**src/rtl/patch_row_summer.sv**
```systemverilog
// Patch row summer: transmit side of the patch row-sum interface.
// Sums PATCH_SIZE pixels per row. It emits one registered partial_sum per row to a patch reducer.
// After PATCH_SIZE rows it waits until the reducer's patch sum has been acknowledged.
// Optional feature macro: PATCH_ROW_SUMMER_DARK_SUB_EN. It adds a dark_offset input. Each pixel
// then contributes max(pixel - dark_offset, 0) instead of its raw value.
module patch_row_summer #(
  parameter int unsigned PATCH_SIZE   = 6,
  parameter int unsigned PIXEL_SIZE   = 12,
  parameter int unsigned ROW_SUM_SIZE = 15
) (
  input  logic                    dram_clk,
  input  logic                    reset,
  input  logic                    start,
  output logic                    busy,
  output logic                    done,
  input  logic [PIXEL_SIZE-1:0]   pixel_data,
  input  logic                    pixel_valid,
  output logic                    pixel_rdy,
`ifdef PATCH_ROW_SUMMER_DARK_SUB_EN
  input  logic [PIXEL_SIZE-1:0]   dark_offset,
`endif
  output logic                    init,
  output logic [ROW_SUM_SIZE-1:0] partial_sum,
  output logic                    partial_sum_valid,
  input  logic                    sum_rdy,
  input  logic                    sum_ack
);

  localparam int unsigned CntW = $clog2(PATCH_SIZE);
  localparam logic [CntW-1:0] CntLast = CntW'(PATCH_SIZE - 1);

  // Reject parameter sets that could overflow the accumulator or make counters degenerate.
  if (PATCH_SIZE < 2 || ROW_SUM_SIZE < PIXEL_SIZE + $clog2(PATCH_SIZE)) begin : g_bad_cfg
    $error("patch_row_summer: illegal PATCH_SIZE/ROW_SUM_SIZE combination");
  end

  typedef enum logic [1:0] {StIdle, StInit, StAccum, StDrain} state_e;

  state_e                  state_q, state_d;
  logic [CntW-1:0]         pix_cnt_q, row_cnt_q;
  logic [ROW_SUM_SIZE-1:0] acc_q, acc_sum, partial_sum_q;
  logic                    psv_q, done_q, done_d, seen_rdy_q, seen_rdy_d;
  logic                    accept, row_end, start_ok;
  logic [PIXEL_SIZE-1:0]   pix_eff;

  // A start coinciding with the done pulse is dropped, so back-to-back patches need a fresh start.
  assign start_ok = (state_q == StIdle) && start && !done_q;

`ifdef PATCH_ROW_SUMMER_DARK_SUB_EN
  logic [PIXEL_SIZE-1:0] dark_q;

  // Capture the dark offset with the accepted start and hold it for the whole patch.
  always_ff @(posedge dram_clk or posedge reset) begin
    if (reset) begin
      dark_q <= '0;
    end else if (start_ok) begin
      dark_q <= dark_offset;
    end
  end

  // Dark-subtracted pixel, clamped at zero.
  always_comb begin
    pix_eff = '0;
    if (pixel_data > dark_q) begin
      pix_eff = pixel_data - dark_q;
    end
  end
`else
  assign pix_eff = pixel_data;
`endif

  assign acc_sum = acc_q + ROW_SUM_SIZE'(pix_eff);

  // Next-state, handshake and decoded outputs.
  always_comb begin
    state_d    = state_q;
    seen_rdy_d = seen_rdy_q;
    done_d     = 1'b0;
    pixel_rdy  = 1'b0;
    accept     = 1'b0;
    row_end    = 1'b0;
    busy       = (state_q != StIdle);
    init       = (state_q == StInit);
    case (state_q)
      StIdle: begin
        if (start_ok) state_d = StInit;
      end
      StInit: begin
        state_d = StAccum;
      end
      StAccum: begin
        pixel_rdy = 1'b1;
        accept    = pixel_valid;
        row_end   = accept && (pix_cnt_q == CntLast);
        if (row_end && (row_cnt_q == CntLast)) state_d = StDrain;
      end
      StDrain: begin
        if (sum_rdy) seen_rdy_d = 1'b1;
        // The current-cycle sum_rdy covers the case where rdy and ack are both already high.
        if ((seen_rdy_q || sum_rdy) && sum_ack && sum_rdy) begin
          done_d     = 1'b1;
          seen_rdy_d = 1'b0;
          state_d    = StIdle;
        end
      end
      default: state_d = StIdle;
    endcase
  end

  // State, counters, accumulator and registered reducer-facing outputs.
  always_ff @(posedge dram_clk or posedge reset) begin
    if (reset) begin
      state_q       <= StIdle;
      pix_cnt_q     <= '0;
      row_cnt_q     <= '0;
      acc_q         <= '0;
      partial_sum_q <= '0;
      psv_q         <= 1'b0;
      done_q        <= 1'b0;
      seen_rdy_q    <= 1'b0;
    end else begin
      state_q    <= state_d;
      done_q     <= done_d;
      seen_rdy_q <= seen_rdy_d;
      psv_q      <= row_end;
      if (accept) begin
        if (row_end) begin
          partial_sum_q <= acc_sum;
          acc_q         <= '0;
          pix_cnt_q     <= '0;
          row_cnt_q     <= (row_cnt_q == CntLast) ? '0 : row_cnt_q + 1'b1;
        end else begin
          acc_q     <= acc_sum;
          pix_cnt_q <= pix_cnt_q + 1'b1;
        end
      end
    end
  end

  assign partial_sum       = partial_sum_q;
  assign partial_sum_valid = psv_q;
  assign done              = done_q;

endmodule

```
**config.mk**
```make
export PLATFORM = sky130hd
export DESIGN_NAME = patch_row_summer
export DESIGN_NICKNAME = d
export VERILOG_FILES = /design/src/rtl/patch_row_summer.sv
export SDC_FILE = /design/constraint.sdc
export NUM_CORES = 1
export LEC_CHECK = 0
export CAP_MARGIN = 15
export CORE_MARGIN = 2
export CORE_UTILIZATION = 55
export CTS_BUF_LIST = sky130_fd_sc_hd__clkbuf_2
export DETAILED_ROUTE_END_ITERATION = 8
export GPL_ROUTABILITY_DRIVEN = 0
export PLACE_DENSITY = 0.9
export SLEW_MARGIN = 20
export SYNTH_ARGS = -nofsm -noshare
export SYNTH_HDL_FRONTEND = slang
export SYNTH_SLANG_ARGS = --single-unit
```
**constraint.sdc**
```tcl
create_clock -name dram_clk -period 5.08 [get_ports dram_clk]
set_clock_uncertainty 0.1 [all_clocks]
set_input_delay 1.016 -clock dram_clk [delete_from_list [all_inputs] [get_ports dram_clk]]
set_output_delay 1.016 -clock dram_clk [all_outputs]
set_load 0.005 [all_outputs]
```
==> results of run 1 <==
==> metrics by stage <==
stage | cell area (µm²) | util | setup WS, ns | hold WS (ns)
2_1_floorplan | 2220 | - | 2.11 | 0.354
3_3_place_gp | 2620 | 0.663 | 1.51 | 0.357
3_5_place_dp | 2620 | 0.663 | 1.44 | 0.371
4_1_cts | 2660 | 0.674 | 1.90 | 0.415
5_1_grt | 2660 | 0.674 | 1.73 | 0.441
6_report | 2660 | 0.674 | 1.90 | 0.407
==> cells by family after synthesis <==
family / after synthesis / synth area share
fa+ha+maj: 20 / 0.116
simple gates: 68 / 0.133
mux: 1 / 0.00507
xor+xnor: 13 / 0.0512
compound gates: 74 / 0.208
flops: 40 / 0.450
buf+inv: 16 / 0.0366
==> layout make-up <==
cell class | instances | area, µm²
clock buffer | 5 | 25.0
clock inverter | 3 | 18.8
fill | 302 | 1280
inverter | 9 | 33.8
multi-input combinational | 176 | 1140
sequential | 40 | 1000
tap | 50 | 62.6
timing repair buffer | 38 | 378
==> Yosys cell counts (all sizes together), types with 2 or more instances <==
| cell type | count | area, µm² |
|---|---|---|
| xor2 | 10 | 87.6 |
| buf | 3 | 26.3 |
| inv | 8 | 30.0 |
| nor2 | 10 | 37.5 |
| a211o | 2 | 17.5 |
| o21ai | 39 | 203 |
| a21o | 8 | 60.1 |
| nand2 | 41 | 154 |
| nand3 | 6 | 35.0 |
| clkbuf | 3 | 12.5 |
| xnor2 | 3 | 26.3 |
| nor3 | 3 | 15.0 |
| a211oi | 2 | 15.0 |
| dfrtp | 40 | 1000 |
| a22o | 2 | 17.5 |
| ha | 19 | 238 |
| a21oi | 10 | 50.1 |
==> power groups by stage <==
stage	Sequential (mW)	Combinational [mW]	Clock, mW
floorplan	0.549	0.585	0
global placement	0.562	0.816	0
detailed placement	0.572	0.855	0
CTS	0.566	0.857	0.149
global route	0.587	0.964	0.163
finish	0.565	0.857	0.146
==> tightest hold or removal path, cell delays in order (launching register included) <==
cell	delay [ns]
dfrtp_1	0.39
nand2_1	0.04
o21ai_0	0.06
==> placed cells by master, fill, tap and decap left out, types with 2 or more instances in the layout <==
master / count
o21ai_2: 2
a211o_1: 2
clkinv_2: 2
clkbuf_2: 5
nor2_1: 10
clkdlybuf4s50_1: 37
ha_1: 19
o21ai_1: 4
xnor2_1: 3
nor3_1: 3
a21oi_1: 10
a211oi_1: 2
o21ai_0: 33
nand2_1: 41
xor2_1: 10
inv_1: 8
a21o_1: 8
nand3_1: 5
dfrtp_1: 40
a22o_1: 2
==> metal layers <==
metal / track usage / routed length [µm] / vias up
met5: 0 / 0 / -
met4: 0.128 / 147 / 0
met3: 0.0450 / 202 / 16
met2: 0.382 / 2240 / 58
met1: 0.293 / 1990 / 865
li1: - / - / 894
==> path summary, 6_finish.rpt <==
| kind | to | from | cells past startpoint | slack (ns) |
|---|---|---|---|---|
| max in group asynchronous | partial_sum[10] | reset | 3 | 3.66 |
| min in group asynchronous | partial_sum_valid | reset | 3 | 0.87 |
| max | row_cnt_q[1] | pixel_valid | 7 | 1.90 |
| min reg2reg | partial_sum[6] | partial_sum[6] | 2 | 0.41 |
| max reg2reg | row_cnt_q[1] | state_q[0] | 8 | 2.15 |
| min | partial_sum[6] | partial_sum[6] | 2 | 0.41 |
==> sequential cells by signal, summed over array words and instances, names as in the netlist <==
signal / cells
state_q: 2
partial_sum: 15
acc_q: 15
pix_cnt_q: 3
row_cnt_q: 3
partial_sum_valid: 1
done: 1
==> out/results.txt, run 1 <==
status - finished clean
async set or reset register ratio after synthesis - 1.00
Critical Path Max Stage Delay - 0.58 ns
Die X-Extent - 67.6 µm
Slew Viols, Final - 0
register bit total from synthesis - 40
clk sinks - 40
P_leak - 1.25 nW
CTS resizes - 0
Internal Power - 0.900 mW
Layout area overhead - 19.7%
Post-synth EDFFs - 0
worst vdd ir - 335 µV
clk buf depth - 2
switching power - 0.668 mW
Tcrit/Tclk final - 0.626
Worst-path clk slew - 0.21 ns
post-synthesis cell count - 232
global route total overflow - 0
switching share of power - 0.426
Initial Util - 0.564
Port Buf Inserts - 37
non-filler cells, final - 321
Comb power frac - 0.547
Worst Setup Path Type - input port to flip-flop
vias - 1833
# DRC - 0
Final Hold Viols - 0
drt initial violations - 139
synth warn - 0
Setup Viol. Count Final - 0
RSZ-0062 raised after global routing - false
CTS buffer count - 5
Tot GR Track Use - 0.235
syn_nets - 270
layout cells sized above 1 - 0.0517
post-route ant nets - 0
vias in the first global route - 1730
setup tns final - 0 ns
# H-tree levels - 2
Placeable Area - 3940 µm²
Post-CTS Setup Inserts - 0
slowest CP cell - clkdlybuf4s50_1
Slew @ Worst Pin - 0.625 ns
Die H - 67.6 µm
part of the power in registers - 0.360
final wirelength - 4580 µm
vias per std cell - 5.71
WL/cell - 14.3 µm
crit-path cells - clkdlybuf4s50_1 -> nand3_1 -> nand3_2 -> clkinv_1 -> nand2_1 -> nor3_1 -> a21o_1
crit start category - input port
post-layout minimum cycle time - 3.18 ns
Post-Synthesis Cell Area - 2220 µm²
Slew HR - 0.582
row count - 23
post-synthesis sequential area ratio - 0.450
first-pass GRT wire length - 7890 µm
initial antenna violation count - 0
largest net degree at the start of global routing - 41
Ports - 38
final antenna diode count - 0
HP Class - flip-flop to flip-flop
TritonCTS clock tree - built
crit path max fanout - 28
delay-heaviest family, CP - simple AND/OR/NAND/NOR gates
total power draw - 1.57 mW
Post-Syn Area per Cell - 9.58 µm²
Worst-Skew Late Latency - 0.43 ns
# nets final - 308
Synth Flop Type - dfrtp_1
Distinct cells, synth - 45
CTS Hold Bufs - 0
Worst Setup End Kind - flip-flop
# Max-Cap Violations - 0
drt first pass iters - 4
CP required - 5.34 ns
Clk network pwr share - 0.093
clk root buf - clkbuf_2
CP Buf/Inv Count - 2
Data arrival, critical path - 3.44 ns
placed instance count - 313
Power Density - 590 nW/µm²
Die ar. - 4560 µm²
Peak Freq - 315 MHz
Detail Placement HPWL - 3380 µm
Note: power is estimated with default switching activity, not from simulation.
==> run 2, diff against run 1 <==
clock period = 3.19 ns   (was 5.08 ns; I/O delays follow)
==> run 2 against run 1 <==
Effect of this change:
- first-iteration DRC count fell by 35%
- design area grew 0.66%
- critical path depth up 2
- largest power group unchanged
- die area is the same
- worst setup slack lost 1.5 ns
- highest routed layer unchanged
==> out/results.txt, run 2 (synthesis results as in run 1) <==
HP Class - flip-flop to flip-flop
crit start category - input port
Final Hold Viols - 0
hold_sp - partial_sum[5]
Initial Util - 0.564
worst hold endpoint - partial_sum[5]
Detail Placement HPWL - 3330 µm
Slew Viols, Final - 0
reg2reg path depth - 8
Placeable Area - 3940 µm²
clk sinks - 40
CTS Hold Bufs - 0
CTS buffer count - 5
RSZ-0062 raised after global routing - false
non-filler cells, final - 324
status - finished clean
worst reg2reg path endpoint - acc_q[8]
WL/cell - 13.7 µm
clk root buf - clkbuf_2
clk buf depth - 2
final antenna diode count - 0
largest net degree at the start of global routing - 41
Setup Viol. Count Final - 0
# DRC - 0
Slew HR - 0.673
placed instance count - 316
layout cells sized above 1 - 0.0584
Final WS setup - 0.438 ns
# Max-Cap Violations - 0
crit-path cells - clkdlybuf4s50_1 -> ha_1 -> fa_1 -> a21o_1 -> a31o_1 -> a211o_1 -> a31oi_1 -> xor2_1 -> o21ai_1
vias in the first global route - 1722
Peak Freq - 363 MHz
setup tns final - 0 ns
most common cell after layout, fill and taps aside - nand2_1
Post-Place Worst Slack - 0.0100 ns
Tot GR Track Use - 0.226
drt initial violations - 90
Ports - 38
worst vdd ir - 474 µV
Data arrival, critical path - 2.96 ns
area post-placement - 2640 µm²
Die H - 67.6 µm
first-pass GRT wire length - 7580 µm
drt first pass iters - 4
CTS resizes - 0
number of fill cells - 324
TritonCTS clock tree - built
Worst-path clk slew - 0.21 ns
final wirelength - 4430 µm
delay-heaviest family, CP - compound AO/OA/AOI/OAI gates
total power draw - 2.49 mW
crit path max fanout - 3
reg-to-reg startpoint - acc_q[0]
Port Buf Inserts - 37
vias - 1805
R2R Setup Slk - 0.70 ns
# nets final - 311
cell depth of the worst setup path - 9
Layout area overhead - 20.4%
Worst Setup Path Type - input port to flip-flop
Final Cell Area - 2680 µm²
CP required - 3.40 ns
slowest CP cell - clkdlybuf4s50_1
Worst Setup End Kind - flip-flop
post-layout minimum cycle time - 2.75 ns
CP Buf/Inv Count - 1
Die ar. - 4560 µm²
Critical Path Max Stage Delay - 0.42 ns
post-route ant nets - 0
P_leak - 1.26 nW
# H-tree levels - 2
Slew @ Worst Pin - 0.491 ns
Power Density - 930 nW/µm²
global route total overflow - 0
vias per std cell - 5.57
Tcrit/Tclk final - 0.863
Die X-Extent - 67.6 µm
hold-critical path depth - 2
Post-CTS Setup Inserts - 0
Worst-Skew Late Latency - 0.40 ns
most frequent cells in the layout - 41 x nand2_1, 40 x dfrtp_1, 37 x clkdlybuf4s50_1
initial antenna violation count - 0
row count - 23
==> run 2: worst register-to-register path: stages (launching register included) <==
cell	delay, ns
dfrtp_1	0.43
ha_1	0.23
fa_1	0.42
a21o_1	0.19
a31o_1	0.25
a211o_1	0.30
a31oi_1	0.21
xor2_1	0.22
o21ai_1	0.08
==> run 2: routing by layer <==
| metal | vias up | global-route usage | wire, µm |
|---|---|---|---|
| li1 | 899 | - | - |
| met4 | 0 | 0.0612 | 54 |
| met2 | 37 | 0.379 | 2150 |
| met1 | 864 | 0.292 | 2050 |
| met3 | 5 | 0.0550 | 177 |
| met5 | - | 0 | 0 |
==> run 2: cell type report <==
type                    count  area, µm²  share of cell area
clock buffers               7       35.0              0.0131
clock inverters             1       3.75             0.00140
repair buffers             41        400               0.150
flip-flops and latches     40       1000               0.374
inverters                   9       33.8              0.0126
multi-input cells         176       1140               0.426
well taps                  50       62.6              0.0234
==> run 2: per-stage QoR <==
step | hold WS, ns | utilization
after floorplan | 0.354 | -
after global placement | 0.361 | 0.669
after detailed placement | 0.369 | 0.669
after CTS | 0.412 | 0.679
after global routing | 0.440 | 0.679
final | 0.403 | 0.679
==> run 2: worst max-delay path by stage <==
stage,start,endpoint,slack (ns)
floorplan,pixel_data[0],partial_sum[8],0.60
global placement,pixel_data[0],partial_sum[8],0.09
detailed placement,pixel_data[0],partial_sum[8],0.01
CTS,pixel_data[0],acc_q[8],0.47
global route,pixel_data[0],acc_q[8],0.40
finish,pixel_data[0],acc_q[8],0.44
==> run 2: power breakdown <==
group          total [mW]  switching (mW)  internal, mW
registers           0.893           0.159         0.734
logic                1.38           0.714         0.661
clock network       0.220           0.162        0.0587
